`config.mk`:
```
export PLATFORM = sky130hd
export DESIGN_NAME = audio_tone_arbiter
export DESIGN_NICKNAME = d
export VERILOG_FILES = /design/src/rtl/audio_arb_pkg.sv /design/src/rtl/audio_ms_tick.sv /design/src/rtl/audio_tone_arbiter.sv
export SDC_FILE = /design/constraint.sdc
export NUM_CORES = 1
export LEC_CHECK = 0
export CAP_MARGIN = 20
export CORE_ASPECT_RATIO = 0.9
export CORE_MARGIN = 10
export CORE_UTILIZATION = 45
export CTS_BUF_LIST = sky130_fd_sc_hd__clkbuf_8 sky130_fd_sc_hd__clkbuf_16
export DETAILED_ROUTE_END_ITERATION = 8
export DONT_BUFFER_PORTS = 1
export SLEW_MARGIN = 10
export SYNTH_ARGS = -nofsm -noshare
export SYNTH_HDL_FRONTEND = slang
export SYNTH_SLANG_ARGS = --single-unit
export TNS_END_PERCENT = 1
```
`constraint.sdc`:
```
create_clock -name clk -period 3.05 [get_ports clk]
set_input_delay 0.4575 -clock clk [delete_from_list [all_inputs] [get_ports clk]]
set_output_delay 0.4575 -clock clk [all_outputs]
set_load 0.05 [all_outputs]
```
`src/rtl/audio_arb_pkg.sv`:
```
// Shared types and constants for the audio tone arbiter: FSM states,
// sound-source codes and default note field widths.
package audio_arb_pkg;

  typedef enum logic [1:0] {
    IDLE     = 2'd0,
    PLAY_MUS = 2'd1,
    PLAY_SFX = 2'd2,
    GAP      = 2'd3
  } arb_state_e;

  localparam logic [1:0] SRC_NONE = 2'd0;
  localparam logic [1:0] SRC_MUS  = 2'd1;
  localparam logic [1:0] SRC_SFX  = 2'd2;

  localparam int NOTE_W_DEF = 22;
  localparam int DUR_W_DEF  = 10;

endpackage

```
`src/rtl/audio_ms_tick.sv`:
```
// Free-running millisecond tick: pulses for one clk cycle every TICK_DIV cycles.
// The counter is never reloaded, so note starts are not phase-aligned to it.
module audio_ms_tick #(
  parameter int TICK_DIV = 100000
) (
  input  logic clk,
  input  logic rst,
  output logic tick
);

  localparam int CNT_W = (TICK_DIV > 1) ? $clog2(TICK_DIV) : 1;
  localparam logic [CNT_W-1:0] CNT_MAX = CNT_W'(TICK_DIV - 1);

  logic [CNT_W-1:0] cnt_q;
  logic [CNT_W-1:0] cnt_d;

  assign tick = (cnt_q == CNT_MAX);

  always_comb begin
    cnt_d = cnt_q + CNT_W'(1);
    if (tick) begin
      cnt_d = '0;
    end
  end

  always_ff @(posedge clk or posedge rst) begin
    if (rst) begin
      cnt_q <= '0;
    end else begin
      cnt_q <= cnt_d;
    end
  end

endmodule

```
`src/rtl/audio_tone_arbiter.sv`:
```
// Arbitrates the single tone generator between music (low) and SFX (high priority).
// Build option AUDIO_ARB_RESUME_EN: suspend preempted music and resume it after the SFX gap.
module audio_tone_arbiter
  import audio_arb_pkg::*;
#(
  parameter int TICK_DIV = 100000,
  parameter int NOTE_W   = NOTE_W_DEF,
  parameter int DUR_W    = DUR_W_DEF,
  parameter int GAP_MS   = 10
) (
  input  logic              clk,
  input  logic              rst,
  input  logic              mus_valid,
  output logic              mus_ready,
  input  logic [NOTE_W-1:0] mus_div,
  input  logic [DUR_W-1:0]  mus_dur,
  input  logic              sfx_valid,
  output logic              sfx_ready,
  input  logic [NOTE_W-1:0] sfx_div,
  input  logic [DUR_W-1:0]  sfx_dur,
  output logic [NOTE_W-1:0] tone_div,
  output logic [1:0]        src,
  output logic              mus_done,
  output logic              sfx_done
);

  localparam logic [DUR_W-1:0] GAP_LD = DUR_W'(GAP_MS);

  // A zero duration still plays for one tick.
  function automatic logic [DUR_W-1:0] dur_norm(input logic [DUR_W-1:0] d);
    return (d == '0) ? DUR_W'(1) : d;
  endfunction

  arb_state_e        state_q, state_d;
  logic [DUR_W-1:0]  rem_q, rem_d;
  logic [NOTE_W-1:0] tone_div_q, tone_div_d;
  logic [1:0]        src_q, src_d;
  logic              tick;
  logic              last_tick;
  logic [DUR_W-1:0]  rem_dec;
  logic              mus_xfer;
  logic              sfx_xfer;
  logic              mus_done_c;
  logic              sfx_done_c;

`ifdef AUDIO_ARB_RESUME_EN
  logic              sv_vld_q, sv_vld_d;
  logic [NOTE_W-1:0] sv_div_q, sv_div_d;
  logic [DUR_W-1:0]  sv_rem_q, sv_rem_d;
`endif

  audio_ms_tick #(
    .TICK_DIV(TICK_DIV)
  ) u_tick (
    .clk (clk),
    .rst (rst),
    .tick(tick)
  );

  // Readies are held low while reset is asserted so every output reads 0.
  assign sfx_ready = !rst && ((state_q == IDLE) || (state_q == PLAY_MUS));
  assign mus_ready = !rst && (state_q == IDLE) && !sfx_valid;
  assign sfx_xfer  = sfx_valid && sfx_ready;
  assign mus_xfer  = mus_valid && mus_ready;

  assign last_tick = tick && (rem_q == DUR_W'(1));
  assign rem_dec   = rem_q - DUR_W'(1);

  always_comb begin
    state_d    = state_q;
    rem_d      = rem_q;
    tone_div_d = tone_div_q;
    src_d      = src_q;
    mus_done_c = 1'b0;
    sfx_done_c = 1'b0;
`ifdef AUDIO_ARB_RESUME_EN
    sv_vld_d   = sv_vld_q;
    sv_div_d   = sv_div_q;
    sv_rem_d   = sv_rem_q;
`endif
    case (state_q)
      IDLE: begin
        if (sfx_xfer) begin
          state_d    = PLAY_SFX;
          rem_d      = dur_norm(sfx_dur);
          tone_div_d = sfx_div;
          src_d      = SRC_SFX;
        end else if (mus_xfer) begin
          state_d    = PLAY_MUS;
          rem_d      = dur_norm(mus_dur);
          tone_div_d = mus_div;
          src_d      = SRC_MUS;
        end
      end
      PLAY_MUS: begin
        if (sfx_xfer) begin
          state_d    = PLAY_SFX;
          rem_d      = dur_norm(sfx_dur);
          tone_div_d = sfx_div;
          src_d      = SRC_SFX;
          // A note finishing in the preemption cycle retires normally.
          if (last_tick) begin
            mus_done_c = 1'b1;
          end else begin
`ifdef AUDIO_ARB_RESUME_EN
            sv_vld_d = 1'b1;
            sv_div_d = tone_div_q;
            sv_rem_d = tick ? rem_dec : rem_q;
`else
            mus_done_c = 1'b1;
`endif
          end
        end else if (last_tick) begin
          mus_done_c = 1'b1;
          state_d    = GAP;
          rem_d      = GAP_LD;
          tone_div_d = '0;
          src_d      = SRC_NONE;
        end else if (tick) begin
          rem_d = rem_dec;
        end
      end
      PLAY_SFX: begin
        if (last_tick) begin
          sfx_done_c = 1'b1;
          state_d    = GAP;
          rem_d      = GAP_LD;
          tone_div_d = '0;
          src_d      = SRC_NONE;
        end else if (tick) begin
          rem_d = rem_dec;
        end
      end
      GAP: begin
        if (last_tick) begin
          state_d    = IDLE;
          rem_d      = '0;
          tone_div_d = '0;
          src_d      = SRC_NONE;
`ifdef AUDIO_ARB_RESUME_EN
          if (sv_vld_q) begin
            state_d    = PLAY_MUS;
            rem_d      = sv_rem_q;
            tone_div_d = sv_div_q;
            src_d      = SRC_MUS;
            sv_vld_d   = 1'b0;
          end
`endif
        end else if (tick) begin
          rem_d = rem_dec;
        end
      end
      default: begin
        state_d    = IDLE;
        rem_d      = '0;
        tone_div_d = '0;
        src_d      = SRC_NONE;
      end
    endcase
  end

  always_ff @(posedge clk or posedge rst) begin
    if (rst) begin
      state_q    <= IDLE;
      rem_q      <= '0;
      tone_div_q <= '0;
      src_q      <= SRC_NONE;
    end else begin
      state_q    <= state_d;
      rem_q      <= rem_d;
      tone_div_q <= tone_div_d;
      src_q      <= src_d;
    end
  end

`ifdef AUDIO_ARB_RESUME_EN
  always_ff @(posedge clk or posedge rst) begin
    if (rst) begin
      sv_vld_q <= 1'b0;
    end else begin
      sv_vld_q <= sv_vld_d;
    end
  end

  // Suspended note payload is only meaningful while sv_vld_q is set.
  always_ff @(posedge clk) begin
    sv_div_q <= sv_div_d;
    sv_rem_q <= sv_rem_d;
  end
`endif

  assign tone_div = tone_div_q;
  assign src      = src_q;
  assign mus_done = mus_done_c;
  assign sfx_done = sfx_done_c;

endmodule

```
==> impl_metrics.py, run 1 <==
metrics = {
    "floorplanning": {
        "coreArea_um2": 6620,
        "row_count": 28,
        "fp.dieW_um": 107,
        "dieArea_um2": 10500,
        "fp.dieH_um": 98.4,
        "ios": 96,
        "initial_utilization_pct": 46.4,
    },
    "drt": {
        "wl_met2_um": 4070,
        "vias": 2627,
        "met1_length_um": 3800,
        "drtIter0Drc": 181,
        "top_layer_used": "met4",
        "dr.pass1.iters": 4,
        "drc": 0,
        "routedWlPerCell_um": 19.7,
        "drt_wl_total_um": 8880,
        "routed-wl-met3_um": 969,
        "drt-vias-per-instance": 5.82,
        "postRouteAntennaNets": 0,
    },
    "critical_path": {
        "critPathCaptureType": "primary output",
        "startpoint_type": "flop",
        "critPathBufInv": 1,
        "cpPeakStageDelay_ns": 0.65,
        "critPathSlowestCell": "or4_1",
        "path_cells": "or4_1, nand2b_1, or3b_4, a21oi_1, buf_4",
        "path_max_fanout": 5,
        "critPathKind": "reg -> out",
        "critPathTopFamily": "simple AND/OR/NAND/NOR gates",
        "crit_required_ns": 2.59,
        "worstPathArrival_ns": 2.45,
    },
    "sta": {
        "fin_ws_ns": 0.139,
        "whs_ns": 0.0879,
        "setup_viol": 0,
        "tightest_slew_ns": 0.980,
        "fmax_ghz": 0.344,
        "clock_skew_ns": 0.00665,
        "rsz0062_at_grt": "false",
        "period_minus_slack_ns": 2.91,
        "hold_viol_final": 0,
        "maxSlewViolCount": 0,
        "fin_setup_tns_ns": 0,
        "slew_headroom_pct": 34.6,
        "period_share_pct": 95.4,
    },
    "power_and_ir_drop": {
        "finalPower_w": 0.00284,
        "p_per_area_nw_per_um2": 852,
        "irDropWorstVdd_uv": 496,
        "p_leak_nw": 1.46,
    },
    "logic_synthesis": {
        "synth.net_count": 433,
        "synth_area_per_cell_um2": 8.49,
        "synth-seq-cells": 53,
        "yosys_warnings": 0,
        "ys_seq_area_share_pct": 43.2,
        "synth-edff-count": 0,
        "synth-main-ff-cell": "dfrtp_1",
        "synth_cells": 362,
        "async_flop_share_pct": 100,
        "synthesis.area_um2": 3070,
        "post_synth_num_cell_types": 57,
    },
    "place": {
        "portBuffers": 0,
        "gp_congestion": 0.861,
        "placed_cell_area_um2": 3220,
        "hpwl_um": 6690,
        "pre_cts_slack_ns": 0.393,
    },
    "cts": {
        "clk_latency_ns": 0.31,
        "htreeDepth": 2,
        "numCtsBuffers": 5,
        "tritoncts": "built",
        "cts-root-buf": "clkbuf_8",
        "postCtsHoldBufs": 0,
        "cts_sinks": 53,
        "ctsResizeCount": 0,
        "clkTransAtPathRegs_ns": 0.10,
        "post_cts_buffers": 0,
        "clockBufferDepth": 2,
    },
    "layout": {
        "fillers": 646,
        "layout-drive-gt1-share_pct": 11.9,
        "fin_area_um2": 3340,
        "final_nets": 431,
        "synthToLayoutAreaGrowth_pct": 8.68,
    },
    "global_route": {
        "grt_max_degree": 34,
        "grt_pass1_wl_um": 14200,
        "grt-ovfl-total": 0,
        "grt_pass1_vias": 2677,
        "grtUsageTotal_pct": 16.5,
        "antenna_found_initial": 1,
    },
    "min_path": {
        "hold_path_class": "in -> async",
    },
    "outcome": {
        "outcome": "finished clean",
    },
    "flow_run": {
        "drv_cap": 0,
    },
}
cells in the final DEF, fill, tap and decap left out, types with 2 or more instances in the layout:
master | netlist | final
nand3b_1 | 2 | 2
nand4_1 | 4 | 4
clkbuf_8 | 0 | 5
nor4_1 | 7 | 5
nor3_1 | 4 | 4
o21ai_1 | 18 | 18
and2_1 | 3 | 3
nand2_1 | 47 | 47
nand2b_1 | 3 | 3
a31oi_1 | 2 | 2
or2_2 | 3 | 3
nor3b_1 | 4 | 2
a21oi_1 | 45 | 45
inv_1 | 3 | 2
nor4_2 | 0 | 2
nor2_1 | 22 | 22
xor2_1 | 4 | 4
dfrtp_1 | 53 | 53
xnor2_1 | 11 | 11
nor3b_2 | 0 | 2
ha_1 | 3 | 3
and3_1 | 27 | 27
o21ai_0 | 24 | 24
buf_4 | 0 | 17
or3_1 | 2 | 2
nand3_1 | 14 | 14
power by group:
group	switching (W)	internal, W	total [W]
Clock	0.000243	0.000244	0.000486
Combinational	0.000425	0.000287	0.000712
Sequential	0.000734	0.000911	0.00164
Total	0.00140	0.00144	0.00284
Yosys cell counts, drive strengths merged (2+ instances only):
cell type   n  area (um^2)
nand4       4         25.0
or4         2         18.8
nor2       23         93.8
nand3b      2         15.0
nor3        5         36.3
xnor2      11         96.3
ha          3         37.5
buf         5         30.0
or2         3         18.8
a21oi      45          225
dfrtp      53         1330
a31oi       2         12.5
xor2        4         35.0
or3b        2         17.5
nand2b      3         18.8
inv         3         11.3
and3       27          169
o41ai       2         25.0
nor3b       4         30.0
nor4        8         65.1
or4b        2         23.8
and2        3         18.8
or3         2         12.5
o21ai      43          219
nand3      15         80.1
nand2      47          176
clkbuf     21         78.8
metal layers:
metal	track usage [%]	up-vias
li1	-	1284
met1	21.2	1227
met2	25.4	112
met3	7.10	4
met4	2.50	0
met5	0	-
sequential cells by signal, summed over array words and instances, names as in the netlist:
register      cells
u_tick.cnt_q     17
state_q           2
src               2
rem_q            10
tone_div         22
layout make-up:
type	count	area, um^2	share of cell area [%]
antenna	1	2.50	0.0750
inverter	3	11.3	0.337
multi-input combinational	280	1650	49.4
clock inverter	2	38.8	1.16
tap	90	113	3.37
sequential	53	1330	39.7
timing repair buffer	17	128	3.82
clock buffer	5	68.8	2.06
kinds of logic (layout without fill, tap and decap cells):
kind of cell	Yosys count	in the layout	share of synthesized area, %
fa+ha+maj	3	3	1.22
mux	2	2	0.692
flops	53	53	43.2
xor+xnor	15	15	4.28
other cells	0	1	0
buf+inv	29	27	3.91
simple gates	154	154	27.3
compound gates	106	106	19.5
through the flow:
| stage | utilization [%] | std cells |
|---|---|---|
| detailed placement | 48.6 | 443 |
| finish | 50.4 | 451 |
| CTS | 50.2 | 450 |
| floorplan | - | 362 |
| global route | 50.4 | 451 |
| global placement | 48.6 | 443 |
worst paths after layout:
path / from / to / slack [ns] / cells past startpoint
setup / recovery: rem_q[5]$_DFFE_PP0P_ / mus_done / 0.14 / 5
max in group asynchronous: rst / rem_q[7]$_DFFE_PP0P_ / 2.18 / 2
min in group clk: sfx_div[1] / tone_div[1]$_DFFE_PP0P_ / 0.32 / 2
setup reg to reg: u_tick.cnt_q[6]$_DFF_PP0_ / tone_div[8]$_DFFE_PP0P_ / 0.47 / 6
hold reg to reg: u_tick.cnt_q[14]$_DFF_PP0_ / u_tick.cnt_q[14]$_DFF_PP0_ / 0.50 / 1
hold / removal: rst / state_q[0]$_DFFE_PP0P_ / 0.09 / 1
No activity file was read; power rests on OpenSTA's default activity.
==> inputs of run 2 (changes only) <==
- CORE_ASPECT_RATIO: 0.9 -> not set
==> impl_metrics.py, run 2 (synthesis gave the netlist of run 1 again) <==
metrics = {
    "cts": {
        "cts_sinks": 53,
        "tritoncts": "built",
        "numCtsBuffers": 5,
        "clockBufferDepth": 2,
        "clkTransAtPathRegs_ns": 0.10,
        "post_cts_buffers": 0,
        "cts-root-buf": "clkbuf_8",
        "htreeDepth": 2,
        "clk_latency_ns": 0.31,
    },
    "layout": {
        "fillers": 656,
        "largest_reg_flops": 22,
        "final_cell_mix": "dfrtp_1, nand2_1, a21oi_1",
        "final_nets": 429,
        "layout-drive-gt1-share_pct": 10.9,
        "final_common_cell": "dfrtp_1",
        "diodes": 0,
        "synthToLayoutAreaGrowth_pct": 6.72,
    },
    "sta": {
        "period_share_pct": 96.1,
        "maxSlewViolCount": 0,
        "period_minus_slack_ns": 2.93,
        "fmax_ghz": 0.341,
        "clock_skew_ns": 0.00503,
        "rsz0062_at_grt": "false",
        "slew_headroom_pct": 38.0,
        "hold_viol_final": 0,
        "tightest_slew_ns": 0.930,
        "setup_viol": 0,
        "fin_setup_tns_ns": 0,
    },
    "floorplanning": {
        "dieArea_um2": 10500,
        "initial_utilization_pct": 45.7,
        "fp.dieW_um": 103,
        "row_count": 30,
        "fp.dieH_um": 103,
        "ios": 96,
        "coreArea_um2": 6720,
    },
    "drt": {
        "drt-vias-per-instance": 5.96,
        "drt_wl_total_um": 8640,
        "dr.pass1.iters": 4,
        "drc": 0,
        "postRouteAntennaNets": 0,
        "vias": 2616,
        "drtIter0Drc": 224,
        "routedWlPerCell_um": 19.7,
    },
    "global_route": {
        "grtUsageTotal_pct": 16.9,
        "grt-ovfl-total": 0,
        "grt_max_degree": 37,
        "antenna_found_initial": 0,
        "grt_pass1_wl_um": 14000,
        "grt_pass1_vias": 2671,
    },
    "power_and_ir_drop": {
        "finalPower_w": 0.00275,
        "p_per_area_nw_per_um2": 840,
        "irDropWorstVdd_uv": 511,
        "switching_share_pct": 50.9,
        "p_leak_nw": 1.44,
        "comb_power_share_pct": 25.6,
        "p_int_w": 0.00135,
        "p_seq_share_pct": 60.1,
        "pwr-share-clk_pct": 14.3,
        "p_sw_w": 0.00140,
    },
    "min_path": {
        "hold_path_class": "in -> async",
    },
    "critical_path": {
        "worstPathArrival_ns": 2.47,
        "crit_required_ns": 2.59,
        "path_max_fanout": 5,
        "critPathKind": "reg -> out",
        "critPathCaptureType": "primary output",
        "startpoint_type": "flop",
    },
    "flow_run": {
        "drv_cap": 0,
    },
    "place": {
        "hpwl_um": 6520,
        "portBuffers": 0,
        "gp_congestion": 0.853,
    },
    "outcome": {
        "outcome": "finished clean",
    },
}
-- run 2: cell count changes in the layout (fill, tap and decap cells not counted), sizes merged --
cell	before	now
diode	1	0
buf	17	15
bufinv	1	0
inv	4	5
clkinvlp	0	1
-- run 2: layout make-up --
class / count / area [um^2] / area share [%]
tap: 80 / 100 / 3.05
inverter: 3 / 11.3 / 0.344
clock inverter: 3 / 15.0 / 0.458
multi-input combinational: 280 / 1640 / 50.2
clock buffer: 5 / 68.8 / 2.10
sequential: 53 / 1330 / 40.5
timing repair buffer: 15 / 113 / 3.44
-- run 2: per-stage QoR --
step | hold slack (ns) | utilization [%] | std cells | worst slack [ns] | instance area [um^2]
floorplan | 0.453 | - | 362 | 0.00346 | 3080
global placement | 0.472 | 47.5 | 431 | 0.468 | 3190
detailed placement | 0.477 | 47.5 | 431 | 0.414 | 3190
CTS | 0.155 | 48.8 | 439 | 0.0639 | 3280
global route | 0.188 | 48.8 | 439 | 0.00306 | 3280
finish | 0.125 | 48.8 | 439 | 0.118 | 3280
-- run 2: path summary, 6_finish.rpt --
kind                                            start                          to  slack, ns  cells after the start
max in group asynchronous                         rst     tone_div[8]$_DFFE_PP0P_       2.17                      2
setup reg to reg            u_tick.cnt_q[6]$_DFF_PP0_     tone_div[9]$_DFFE_PP0P_       0.48                      6
min in group clk                            mus_valid          src[0]$_DFFE_PP0P_       0.31                      2
setup / recovery            u_tick.cnt_q[6]$_DFF_PP0_                    sfx_done       0.12                      5
hold / removal                                    rst    tone_div[19]$_DFFE_PP0P_       0.12                      1
hold reg to reg            u_tick.cnt_q[14]$_DFF_PP0_  u_tick.cnt_q[14]$_DFF_PP0_       0.49                      1
-- run 2: repair_timing --
action | in CTS | in global routing
hold buffers | 0 | 0
gates resized for setup | 0 | 1
endpoints found under the setup margin | 0 | 2
-- run 2: per-layer routing --
layer	vias up	track usage [%]	share of wire, %
met5	-	0	0
met4	0	4.88	1.3
met3	11	5.90	8.6
met2	83	26.4	48
met1	1238	21.6	42
li1	1284	-	-
-- run 2: power groups by stage --
stage | Combinational, W | Clock [W] | Sequential, W
5_1_grt | 0.000812 | 0.000438 | 0.00169
6_report | 0.000704 | 0.000394 | 0.00166
4_1_cts | 0.000704 | 0.000403 | 0.00166
3_3_place_gp | 0.000687 | 0 | 0.00167
2_1_floorplan | 0.000579 | 0 | 0.00158
3_5_place_dp | 0.000706 | 0 | 0.00168
-- run 2: critical path, cell delays in order, from the launching register on --
cell and delay, ns:
dfrtp_1 0.44, or4b_4 0.57, nor4_1 0.31, or3b_4 0.46, nor3b_2 0.17, buf_4 0.22
==> inputs of run 3 (changes only) <==
- CORE_UTILIZATION: 45 -> 50
==> impl_metrics.py, run 3 (synthesis gave the netlist of run 1 again) <==
metrics = {
    "cts": {
        "clkTransAtPathRegs_ns": 0.11,
        "clockBufferDepth": 2,
        "tritoncts": "built",
        "htreeDepth": 2,
        "clk_latency_ns": 0.31,
        "numCtsBuffers": 5,
        "cts-root-buf": "clkbuf_8",
        "cts_sinks": 53,
        "post_cts_buffers": 0,
    },
    "floorplanning": {
        "dieArea_um2": 9680,
        "fp.dieH_um": 98.4,
        "coreArea_um2": 5960,
        "row_count": 28,
        "initial_utilization_pct": 51.6,
        "fp.dieW_um": 98.4,
        "ios": 96,
    },
    "critical_path": {
        "critPathCaptureType": "primary output",
        "cpPeakStageDelay_ns": 0.56,
        "critPathBufInv": 1,
        "critPathSlowestCell": "or4b_4",
        "critPathTopFamily": "simple AND/OR/NAND/NOR gates",
        "path_max_fanout": 5,
        "crit_required_ns": 2.59,
        "worstPathArrival_ns": 2.48,
        "startpoint": "u_tick.cnt_q[6]$_DFF_PP0_",
        "critPathKind": "reg -> out",
        "rr_startpoint": "u_tick.cnt_q[6]$_DFF_PP0_",
        "path_cells": "or4b_4, nor4_1, or3b_4, nor3b_2, buf_4",
        "startpoint_type": "flop",
    },
    "sta": {
        "rsz0062_at_grt": "false",
        "clock_skew_ns": 0.00789,
        "maxSlewViolCount": 0,
        "fmax_ghz": 0.341,
        "slew_headroom_pct": 40.5,
        "period_share_pct": 96.3,
        "hold_viol_final": 0,
        "setup_viol": 0,
        "fin_ws_ns": 0.114,
        "period_minus_slack_ns": 2.94,
        "fin_setup_tns_ns": 0,
        "tightest_slew_ns": 0.893,
    },
    "layout": {
        "fillers": 591,
        "final_cell_mix": "dfrtp_1, nand2_1, a21oi_1",
        "layout-drive-gt1-share_pct": 11.4,
        "fin_area_um2": 3300,
        "final_nets": 429,
        "diodes": 0,
        "multiInputGateArea_um2": 1640,
        "largest_reg_flops": 22,
        "final_common_cell": "dfrtp_1",
        "synthToLayoutAreaGrowth_pct": 7.45,
        "seq_area_um2": 1330,
    },
    "flow_run": {
        "drv_cap": 0,
    },
    "outcome": {
        "outcome": "finished clean",
    },
    "global_route": {
        "grt_max_degree": 34,
        "grtUsageTotal_pct": 17.3,
        "met2_usage_pct": 26.7,
        "antenna_found_initial": 0,
        "use_met1_pct": 21.1,
        "grt-ovfl-total": 0,
        "grt_pass1_vias": 2749,
        "grt-busiest-layer": "met2",
        "grt_pass1_wl_um": 14000,
        "met3_usage_pct": 8.25,
    },
    "drt": {
        "postRouteAntennaNets": 0,
        "drt-vias-per-instance": 6.04,
        "routedWlPerCell_um": 19.6,
        "dr.pass1.iters": 4,
        "drc": 0,
        "vias": 2620,
        "drtIter0Drc": 168,
        "drt_wl_total_um": 8510,
    },
    "place": {
        "hpwl_um": 6420,
        "gp_congestion": 0.864,
        "pre_cts_slack_ns": 0.402,
        "placed_cell_area_um2": 3190,
        "portBuffers": 0,
    },
    "power_and_ir_drop": {
        "p_leak_nw": 1.45,
        "irDropWorstVdd_uv": 442,
        "p_per_area_nw_per_um2": 862,
    },
    "min_path": {
        "hold_path_class": "in -> async",
    },
}
[run 3: cell types whose count changed in the layout (fill, tap and decap cells not counted), sizes merged]
cell	delta
bufinv	+1
inv	-1
clkinv	+1
clkinvlp	-1
[run 3: power breakdown]
group | switching (W) | leakage [nW] | internal, W
Sequential | 0.000729 | 0.673 | 0.000911
Combinational | 0.000423 | 0.720 | 0.000284
Clock | 0.000251 | 0.0585 | 0.000247
Total | 0.00140 | 1.45 | 0.00144
[run 3: final timing paths]
path / end / slack, ns / depth (start not counted)
setup / recovery: sfx_done / 0.11 / 5
hold / removal: tone_div[17]$_DFFE_PP0P_ / 0.02 / 1
setup reg to reg: tone_div[7]$_DFFE_PP0P_ / 0.52 / 6
hold reg to reg: u_tick.cnt_q[0]$_DFF_PP0_ / 0.50 / 1
max in group asynchronous: rem_q[3]$_DFFE_PP0P_ / 2.24 / 2
min in group clk: tone_div[11]$_DFFE_PP0P_ / 0.32 / 2
[run 3: cell type report]
| type | count | area share, % |
|---|---|---|
| Sequential cell | 53 | 40.2 |
| Tap cell | 75 | 2.84 |
| Clock buffer | 5 | 2.08 |
| Clock inverter | 3 | 1.33 |
| Inverter | 3 | 0.341 |
| Multi-Input combinational cell | 280 | 49.8 |
| Timing Repair Buffer | 15 | 3.41 |
[run 3: per-stage QoR]
step           utilization, %  cells  hold WS (ns)  total power, W
6_report                 55.4    434        0.0241         0.00284
5_1_grt                  55.4    434        0.0416         0.00302
4_1_cts                  55.4    434        0.0370         0.00286
3_5_place_dp             53.5    426         0.383         0.00237
3_3_place_gp             53.5    426         0.386         0.00235
2_1_floorplan               -    362         0.453         0.00216
[run 3: what timing repair did]
item	in CTS	in global routing
hold buffers	0	0
gates resized for setup	0	1
setup endpoints to repair	0	1
[run 3: metal layers]
metal / wire, um / vias up
met4: 91 / 0
met2: 3830 / 100
li1: - / 1284
met5: 0 / -
met1: 3640 / 1227
met3: 948 / 9
